<file path="config.mk">
export PLATFORM = sky130hd
export DESIGN_NAME = ram_bist
export DESIGN_NICKNAME = d
export VERILOG_FILES = /design/src/rtl/ram_bist_pkg.sv /design/src/rtl/ram_bist_chk.sv /design/src/rtl/ram_bist.sv
export SDC_FILE = /design/constraint.sdc
export NUM_CORES = 1
export LEC_CHECK = 0
export BUFFER_PORTS_ARGS = -buffer_cell sky130_fd_sc_hd__buf_2
export CORE_MARGIN = 5
export CORE_UTILIZATION = 60
export CTS_BUF_LIST = sky130_fd_sc_hd__clkbuf_4 sky130_fd_sc_hd__clkbuf_8 sky130_fd_sc_hd__clkbuf_16
export CTS_CLUSTER_SIZE = 12
export DETAILED_ROUTE_END_ITERATION = 6
export PLACE_DENSITY = 0.93
export SLEW_MARGIN = 10
export SYNTH_ARGS = -nofsm -noshare
export SYNTH_HDL_FRONTEND = slang
export SYNTH_HIERARCHICAL = 1
export SYNTH_SLANG_ARGS = --single-unit
</file>
<file path="constraint.sdc">
create_clock -name clk -period 7.3 [get_ports clk]
set_input_delay 0.73 -clock clk [delete_from_list [all_inputs] [get_ports clk]]
set_output_delay 0.73 -clock clk [all_outputs]
set_load 0.02 [all_outputs]
</file>
<file path="src/rtl/ram_bist_pkg.sv">
// rtl/ram_bist_pkg.sv - shared sizes, FSM state encoding and test pattern for ram_bist
package ram_bist_pkg;

  localparam int ADDR_W  = 4;
  localparam int DATA_W  = 4;
  localparam int DEPTH   = 16;
  localparam int PAT_MUL = 3;

  typedef enum logic [2:0] {
    ST_IDLE  = 3'd0,
    ST_WRITE = 3'd1,
    ST_READ  = 3'd2,
    ST_DRAIN = 3'd3,
    ST_DONE  = 3'd4
  } state_t;

  // Expected cell content: (PAT_MUL*addr + seed), truncated to DATA_W bits
  function automatic logic [DATA_W-1:0] pattern(input logic [ADDR_W-1:0] addr,
                                                input logic [DATA_W-1:0] seed);
    return DATA_W'(addr) * DATA_W'(PAT_MUL) + seed;
  endfunction

endpackage

</file>
<file path="src/rtl/ram_bist_chk.sv">
// rtl/ram_bist_chk.sv - readback compare, error count and first failing address
module ram_bist_chk
  import ram_bist_pkg::*;
#(
  parameter int RD_LAT = 1
) (
  input  logic              clk,
  input  logic              rst,
  input  logic              clr,
  input  logic              valid,
  input  logic [ADDR_W-1:0] addr,
  input  logic [DATA_W-1:0] seed,
  input  logic [DATA_W-1:0] rdata,
  output logic [4:0]        err_count,
  output logic [ADDR_W-1:0] first_err_addr,
  output logic [4:0]        err_next
);

  logic              cmp_valid;
  logic [ADDR_W-1:0] cmp_addr;
  logic              miss;

  // Align the address with the data the RAM returns RD_LAT cycles later
  generate
    if (RD_LAT == 0) begin : g_comb
      assign cmp_valid = valid;
      assign cmp_addr  = addr;
    end else begin : g_reg
      logic              valid_q;
      logic [ADDR_W-1:0] addr_q;

      // One-cycle delay of the read request to match the registered RAM output
      always_ff @(posedge clk) begin
        if (rst) begin
          valid_q <= 1'b0;
          addr_q  <= '0;
        end else begin
          valid_q <= valid;
          addr_q  <= addr;
        end
      end

      assign cmp_valid = valid_q;
      assign cmp_addr  = addr_q;
    end
  endgenerate

  assign miss     = cmp_valid && (rdata != pattern(cmp_addr, seed));
  // Count after this cycle's compare; lets the FSM grade the pass on the same edge
  assign err_next = err_count + 5'(miss);

  // Error tracking: cleared at pass start, first address latched on the first miss only
  always_ff @(posedge clk) begin
    if (rst || clr) begin
      err_count      <= '0;
      first_err_addr <= '0;
    end else if (miss) begin
      err_count <= err_next;
      if (err_count == 5'd0) begin
        first_err_addr <= cmp_addr;
      end
    end
  end

endmodule

</file>
<file path="src/rtl/ram_bist.sv">
// rtl/ram_bist.sv - 16x4 RAM write/readback self-test controller
module ram_bist
  import ram_bist_pkg::*;
#(
  parameter int RD_LAT = 1
) (
  input  logic              clk,
  input  logic              rst,
  input  logic              start,
  input  logic [DATA_W-1:0] seed,
  output logic              busy,
  output logic              done,
  output logic              pass,
  output logic [4:0]        err_count,
  output logic [ADDR_W-1:0] first_err_addr,
  output logic              ram_we,
  output logic [ADDR_W-1:0] ram_addr,
  output logic [DATA_W-1:0] ram_wdata,
  input  logic [DATA_W-1:0] ram_rdata
);

  localparam logic [ADDR_W-1:0] LAST_ADDR = ADDR_W'(DEPTH - 1);

  state_t            state;
  logic [DATA_W-1:0] seed_q;
  logic [ADDR_W-1:0] next_addr;
  logic              accept;
  logic              read_phase;
  logic [4:0]        err_next;

  assign next_addr  = ram_addr + 1'b1;
  assign accept     = (state == ST_IDLE) && start;
  assign read_phase = (state == ST_READ);

  ram_bist_chk #(.RD_LAT(RD_LAT)) u_chk (
    .clk            (clk),
    .rst            (rst),
    .clr            (accept),
    .valid          (read_phase),
    .addr           (ram_addr),
    .seed           (seed_q),
    .rdata          (ram_rdata),
    .err_count      (err_count),
    .first_err_addr (first_err_addr),
    .err_next       (err_next)
  );

  // Sequencer: write all cells, read them back, wait out read latency, report
  always_ff @(posedge clk) begin
    if (rst) begin
      state     <= ST_IDLE;
      busy      <= 1'b0;
      done      <= 1'b0;
      pass      <= 1'b0;
      ram_we    <= 1'b0;
      ram_addr  <= '0;
      ram_wdata <= '0;
      seed_q    <= '0;
    end else begin
      done <= 1'b0;
      unique case (state)
        ST_IDLE: begin
          if (start) begin
            state     <= ST_WRITE;
            seed_q    <= seed;
            busy      <= 1'b1;
            ram_we    <= 1'b1;
            ram_addr  <= '0;
            ram_wdata <= pattern(ADDR_W'(0), seed);
          end
        end
        ST_WRITE: begin
          if (ram_addr == LAST_ADDR) begin
            state     <= ST_READ;
            ram_we    <= 1'b0;
            ram_addr  <= '0;
            ram_wdata <= '0;
          end else begin
            ram_addr  <= next_addr;
            ram_wdata <= pattern(next_addr, seed_q);
          end
        end
        ST_READ: begin
          if (ram_addr == LAST_ADDR) begin
            ram_addr <= '0;
            if (RD_LAT == 0) begin
              state <= ST_DONE;
              done  <= 1'b1;
              busy  <= 1'b0;
              pass  <= (err_next == 5'd0);
            end else begin
              state <= ST_DRAIN;
            end
          end else begin
            ram_addr <= next_addr;
          end
        end
        ST_DRAIN: begin
          state <= ST_DONE;
          done  <= 1'b1;
          busy  <= 1'b0;
          pass  <= (err_next == 5'd0);
        end
        ST_DONE: begin
          state <= ST_IDLE;
        end
        default: begin
          state <= ST_IDLE;
        end
      endcase
    end
  end

endmodule

</file>
==> run_summary.xml <==
<?xml version="1.0" encoding="UTF-8"?>
<metrics>
  <group name="global_route">
    <metric name="grtUsageTotal" unit="">0.203</metric>
    <metric name="grt_pass1_wl" unit="mm">6.83</metric>
    <metric name="globalRoute.totalOverflow" unit="">0</metric>
    <metric name="first_global_vias" unit="">1514</metric>
    <metric name="grt_antenna_before_repair" unit="">0</metric>
    <metric name="largest_net_degree_at_the_start_of_global_routing" unit="">31</metric>
  </group>
  <group name="setup_path">
    <metric name="worstReg2RegEnd" unit="">pass</metric>
    <metric name="worst-path-max-fanout" unit="">5</metric>
    <metric name="critPathCaptureType" unit="">flop</metric>
    <metric name="crit_path_start_kind" unit="">flop</metric>
    <metric name="timing.critical_path.slowest_cell_delay" unit="ns">0.53</metric>
    <metric name="timing.critical_path.slowest_stage_cell" unit="">fa_1</metric>
    <metric name="cp_num_buf_inv" unit="">3</metric>
    <metric name="reg2reg_depth" unit="">15</metric>
    <metric name="timing.critical_path.max_delay_family" unit="">adder cells</metric>
    <metric name="path_class" unit="">reg2reg</metric>
    <metric name="reg2reg_from" unit="">seed_q[1]</metric>
    <metric name="worstPathRequired" unit="ns">7.58</metric>
    <metric name="arrival" unit="ns">4.47</metric>
    <metric name="ff2ff_setup_slack" unit="ns">3.11</metric>
    <metric name="cp_cell_sequence" unit="">inv_1, fa_1, inv_1, ha_1, inv_1, fa_1, xnor2_1, nor3_2, a21boi_4, ha_1, ha_1, xor2_1, or4_1, or4_1, a21oi_1</metric>
  </group>
  <group name="clock_tree">
    <metric name="post_cts_resized" unit="">0</metric>
    <metric name="worstSkewPairLatency" unit="ns">0.34</metric>
    <metric name="max-clock-path-buffers" unit="">2</metric>
    <metric name="cts-buffers-inserted" unit="">5</metric>
    <metric name="cts.reportedPaths.clkPinSlew" unit="ns">0.11</metric>
    <metric name="postCtsSetupBuffers" unit="">0</metric>
    <metric name="clk_root_buffer_cell" unit="">clkbuf_4</metric>
    <metric name="cts_num_sinks" unit="">33</metric>
    <metric name="cts_tree" unit="">done</metric>
    <metric name="cts_hold_buf" unit="">0</metric>
    <metric name="clock_tree.htree_level_count" unit="">2</metric>
  </group>
  <group name="power_and_ir_drop">
    <metric name="power_frac_seq" unit="">0.545</metric>
    <metric name="power.share.switching" unit="">0.288</metric>
    <metric name="p_total" unit="uW">353</metric>
    <metric name="power.clock.fraction" unit="">0.292</metric>
    <metric name="pwr_density" unit="nW/um^2">167</metric>
    <metric name="comb_power_share" unit="">0.163</metric>
    <metric name="power.leakage" unit="uW">0.000887</metric>
    <metric name="power.ir.vdd_worst" unit="mV">0.117</metric>
    <metric name="power.internal" unit="uW">251</metric>
    <metric name="net-switching-power" unit="uW">102</metric>
  </group>
  <group name="floorplanning">
    <metric name="die_area" unit="um^2">4390</metric>
    <metric name="chipWidth" unit="um">66.3</metric>
    <metric name="io_pins" unit="">32</metric>
    <metric name="core_region_area" unit="um^2">3050</metric>
    <metric name="fp.dieH" unit="um">66.3</metric>
    <metric name="row_count" unit="">20</metric>
    <metric name="initial_utilization" unit="">0.622</metric>
  </group>
  <group name="detailed_routing">
    <metric name="wl_per_cell" unit="um">13.8</metric>
    <metric name="vias" unit="">1526</metric>
    <metric name="drc" unit="">0</metric>
    <metric name="drt.antenna.violating_nets" unit="">0</metric>
    <metric name="drt-pass1-iter-count" unit="">4</metric>
    <metric name="wl" unit="mm">3.83</metric>
    <metric name="vias_per_cell" unit="">5.49</metric>
    <metric name="detail_route.iter0.violations" unit="">138</metric>
  </group>
  <group name="timing">
    <metric name="timing.max_slew.rel_slack" unit="">0.372</metric>
    <metric name="final_min_period_over_clock_period" unit="">0.574</metric>
    <metric name="slew_viol_final" unit="">0</metric>
    <metric name="worst_clock_skew" unit="ns">0.0123</metric>
    <metric name="timing.final.crit_period" unit="ns">4.19</metric>
    <metric name="unrepaired_setup_endpoints_after_global_routing" unit="">false</metric>
    <metric name="worst_margin_pin_slew" unit="ns">0.939</metric>
    <metric name="final-hold-violation-count" unit="">0</metric>
    <metric name="total_negative_setup_slack" unit="ns">0</metric>
    <metric name="fmax" unit="MHz">239</metric>
    <metric name="setup-violations-final" unit="">0</metric>
  </group>
  <group name="hold_path">
    <metric name="hold_depth" unit="">2</metric>
    <metric name="hold_class" unit="">reg2reg</metric>
    <metric name="hold-path-endpoint" unit="">u_chk/first_err_addr[3]</metric>
    <metric name="hp-start" unit="">u_chk/first_err_addr[3]</metric>
  </group>
  <group name="logic_synthesis">
    <metric name="ys_ff_latch" unit="">33</metric>
    <metric name="synth-async-reset-ratio" unit="">0</metric>
    <metric name="yosysWarningCount" unit="">6</metric>
    <metric name="muxShareOfSynthArea" unit="">0.0738</metric>
    <metric name="arithmetic_cell_share_of_the_synthesized_area_counting_full_adders_half_adders_and_majority_gates" unit="">0.0988</metric>
    <metric name="synth_compound_gate_area_share" unit="">0.123</metric>
    <metric name="ys_seq_area_frac" unit="">0.348</metric>
    <metric name="synth-xor-area-share" unit="">0.0968</metric>
    <metric name="number_of_nets_in_the_synthesized_netlist" unit="">229</metric>
    <metric name="synth_cells" unit="">206</metric>
    <metric name="post_synth_num_cell_types" unit="">44</metric>
    <metric name="postSynthAreaPerCell" unit="um^2">9.22</metric>
    <metric name="synth-main-ff-cell" unit="">dfxtp_1</metric>
    <metric name="synth_enable_flop_cells" unit="">0</metric>
    <metric name="netlist_area" unit="um^2">1900</metric>
    <metric name="largest_family_of_logic_cells_by_synthesized_area" unit="">simple AND/OR/NAND/NOR gates</metric>
    <metric name="synth_simple_gate_area_frac" unit="">0.213</metric>
  </group>
  <group name="final_layout">
    <metric name="nets" unit="">256</metric>
    <metric name="area_delta_synth_final" unit="%">11.5</metric>
    <metric name="layout.cells.most_common" unit="">dfxtp_1</metric>
    <metric name="final-instance-count-excl-fill" unit="">278</metric>
    <metric name="insertedDiodeCount" unit="">0</metric>
    <metric name="drive_above_1_share" unit="">0.214</metric>
    <metric name="n_fill_cell" unit="">275</metric>
    <metric name="layout_common_cells" unit="">dfxtp_1 (33), buf_2 (31), nand2_1 (18)</metric>
  </group>
  <group name="flow_run">
    <metric name="drv_cap" unit="">0</metric>
  </group>
  <group name="place">
    <metric name="gp_congestion" unit="">0.840</metric>
    <metric name="io_buffer_count" unit="">31</metric>
    <metric name="post-dp-hpwl" unit="mm">2.83</metric>
    <metric name="placed_cells_incl_taps" unit="">270</metric>
  </group>
  <group name="status">
    <metric name="run_status" unit="">complete, no violations</metric>
  </group>
</metrics>
metal layers:
layer	track usage	part of all wire	up-vias
met5	0	0	-
met4	0.0761	0.016	0
met3	0.0714	0.057	10
met2	0.328	0.48	34
met1	0.244	0.45	722
li1	-	-	760
stage by stage:
step | util | hold slack [ns] | setup slack [ns] | instance area [um^2]
final | 0.694 | 0.461 | 3.11 | 2120
after detailed placement | 0.676 | 0.447 | 3.16 | 2060
after CTS | 0.694 | 0.465 | 3.11 | 2120
after floorplan | - | 0.455 | 3.42 | 1900
after global placement | 0.676 | 0.440 | 3.32 | 2060
after global routing | 0.694 | 0.494 | 2.89 | 2120
synth_stat cells (2+ instances only):
master / instances / area (um^2)
or4_1: 2 / 15.0
o21ai_0: 5 / 25.0
a31oi_1: 2 / 12.5
mux2i_1: 14 / 140
nand2_1: 18 / 67.6
dfxtp_1: 33 / 661
nand4_1: 2 / 12.5
nor3_1: 8 / 40.0
clkbuf_1: 7 / 26.3
xnor2_1: 8 / 70.1
xor2_1: 4 / 35.0
a21oi_1: 12 / 60.1
a22oi_1: 3 / 22.5
nor2b_1: 9 / 56.3
ha_1: 7 / 87.6
inv_1: 10 / 37.5
or3_1: 3 / 18.8
o21a_1: 3 / 22.5
nor2_1: 16 / 60.1
nand3_1: 7 / 35.0
buf_2: 4 / 20.0
o21ai_1: 2 / 10.0
xnor2_2: 2 / 32.5
fa_1: 5 / 100
power groups by stage:
stage | Combinational [uW] | Sequential [uW] | Clock (uW)
after floorplan | 40.5 | 199 | 0
after global placement | 56.3 | 196 | 0
after detailed placement | 57.9 | 197 | 0
after CTS | 58.2 | 192 | 106
after global routing | 64.0 | 194 | 121
final | 57.5 | 192 | 103
registers in the layout, summed over array words and instances (netlist names), 3 cells and up:
| signal | flops |
|---|---|
| u_chk/err_count | 5 |
| ram_addr | 4 |
| ram_wdata | 4 |
| seed_q | 4 |
| u_chk/cmp_addr | 4 |
| u_chk/first_err_addr | 4 |
| state | 3 |
worst reg2reg max path, cell delays in order (launching register included):
cell and delay (ns):
dfxtp_1 0.42, inv_1 0.08, fa_1 0.53, inv_1 0.04, ha_1 0.18, inv_1 0.06
fa_1 0.42, xnor2_1 0.15, nor3_2 0.47, a21boi_4 0.13, ha_1 0.24, ha_1 0.25
xor2_1 0.16, or4_1 0.47, or4_1 0.40, a21oi_1 0.13
how the worst max path moves through the flow:
stage	startpoint	endpoint	slack [ns]	depth (start not counted)
global placement	seed_q[1]	pass	3.32	15
CTS	seed_q[1]	pass	3.11	15
finish	seed_q[1]	pass	3.11	15
global route	seed_q[1]	pass	2.89	15
detailed placement	seed_q[1]	pass	3.16	15
floorplan	seed_q[1]	pass	3.42	15
logic make-up (layout without fill, tap and decap cells):
kind of cell,after synthesis,in the layout
and+or+nand+nor,75,75
AOI/OAI and AO/OA,34,34
DFF,33,33
buffers and inverters,22,50
xor gates and xnor gates,16,16
muxes,14,14
adders and majority gates,12,12
layout make-up:
class / instances / area [um^2] / area share
well taps: 44 / 55.1 / 0.0260
repair buffers: 31 / 155 / 0.0732
inverters: 11 / 41.3 / 0.0195
clock buffers: 6 / 45.0 / 0.0213
clock inverters: 2 / 10.0 / 0.00473
multi-input cells: 151 / 1150 / 0.543
flip-flops and latches: 33 / 661 / 0.312
Power figures use the tool's default switching activity.
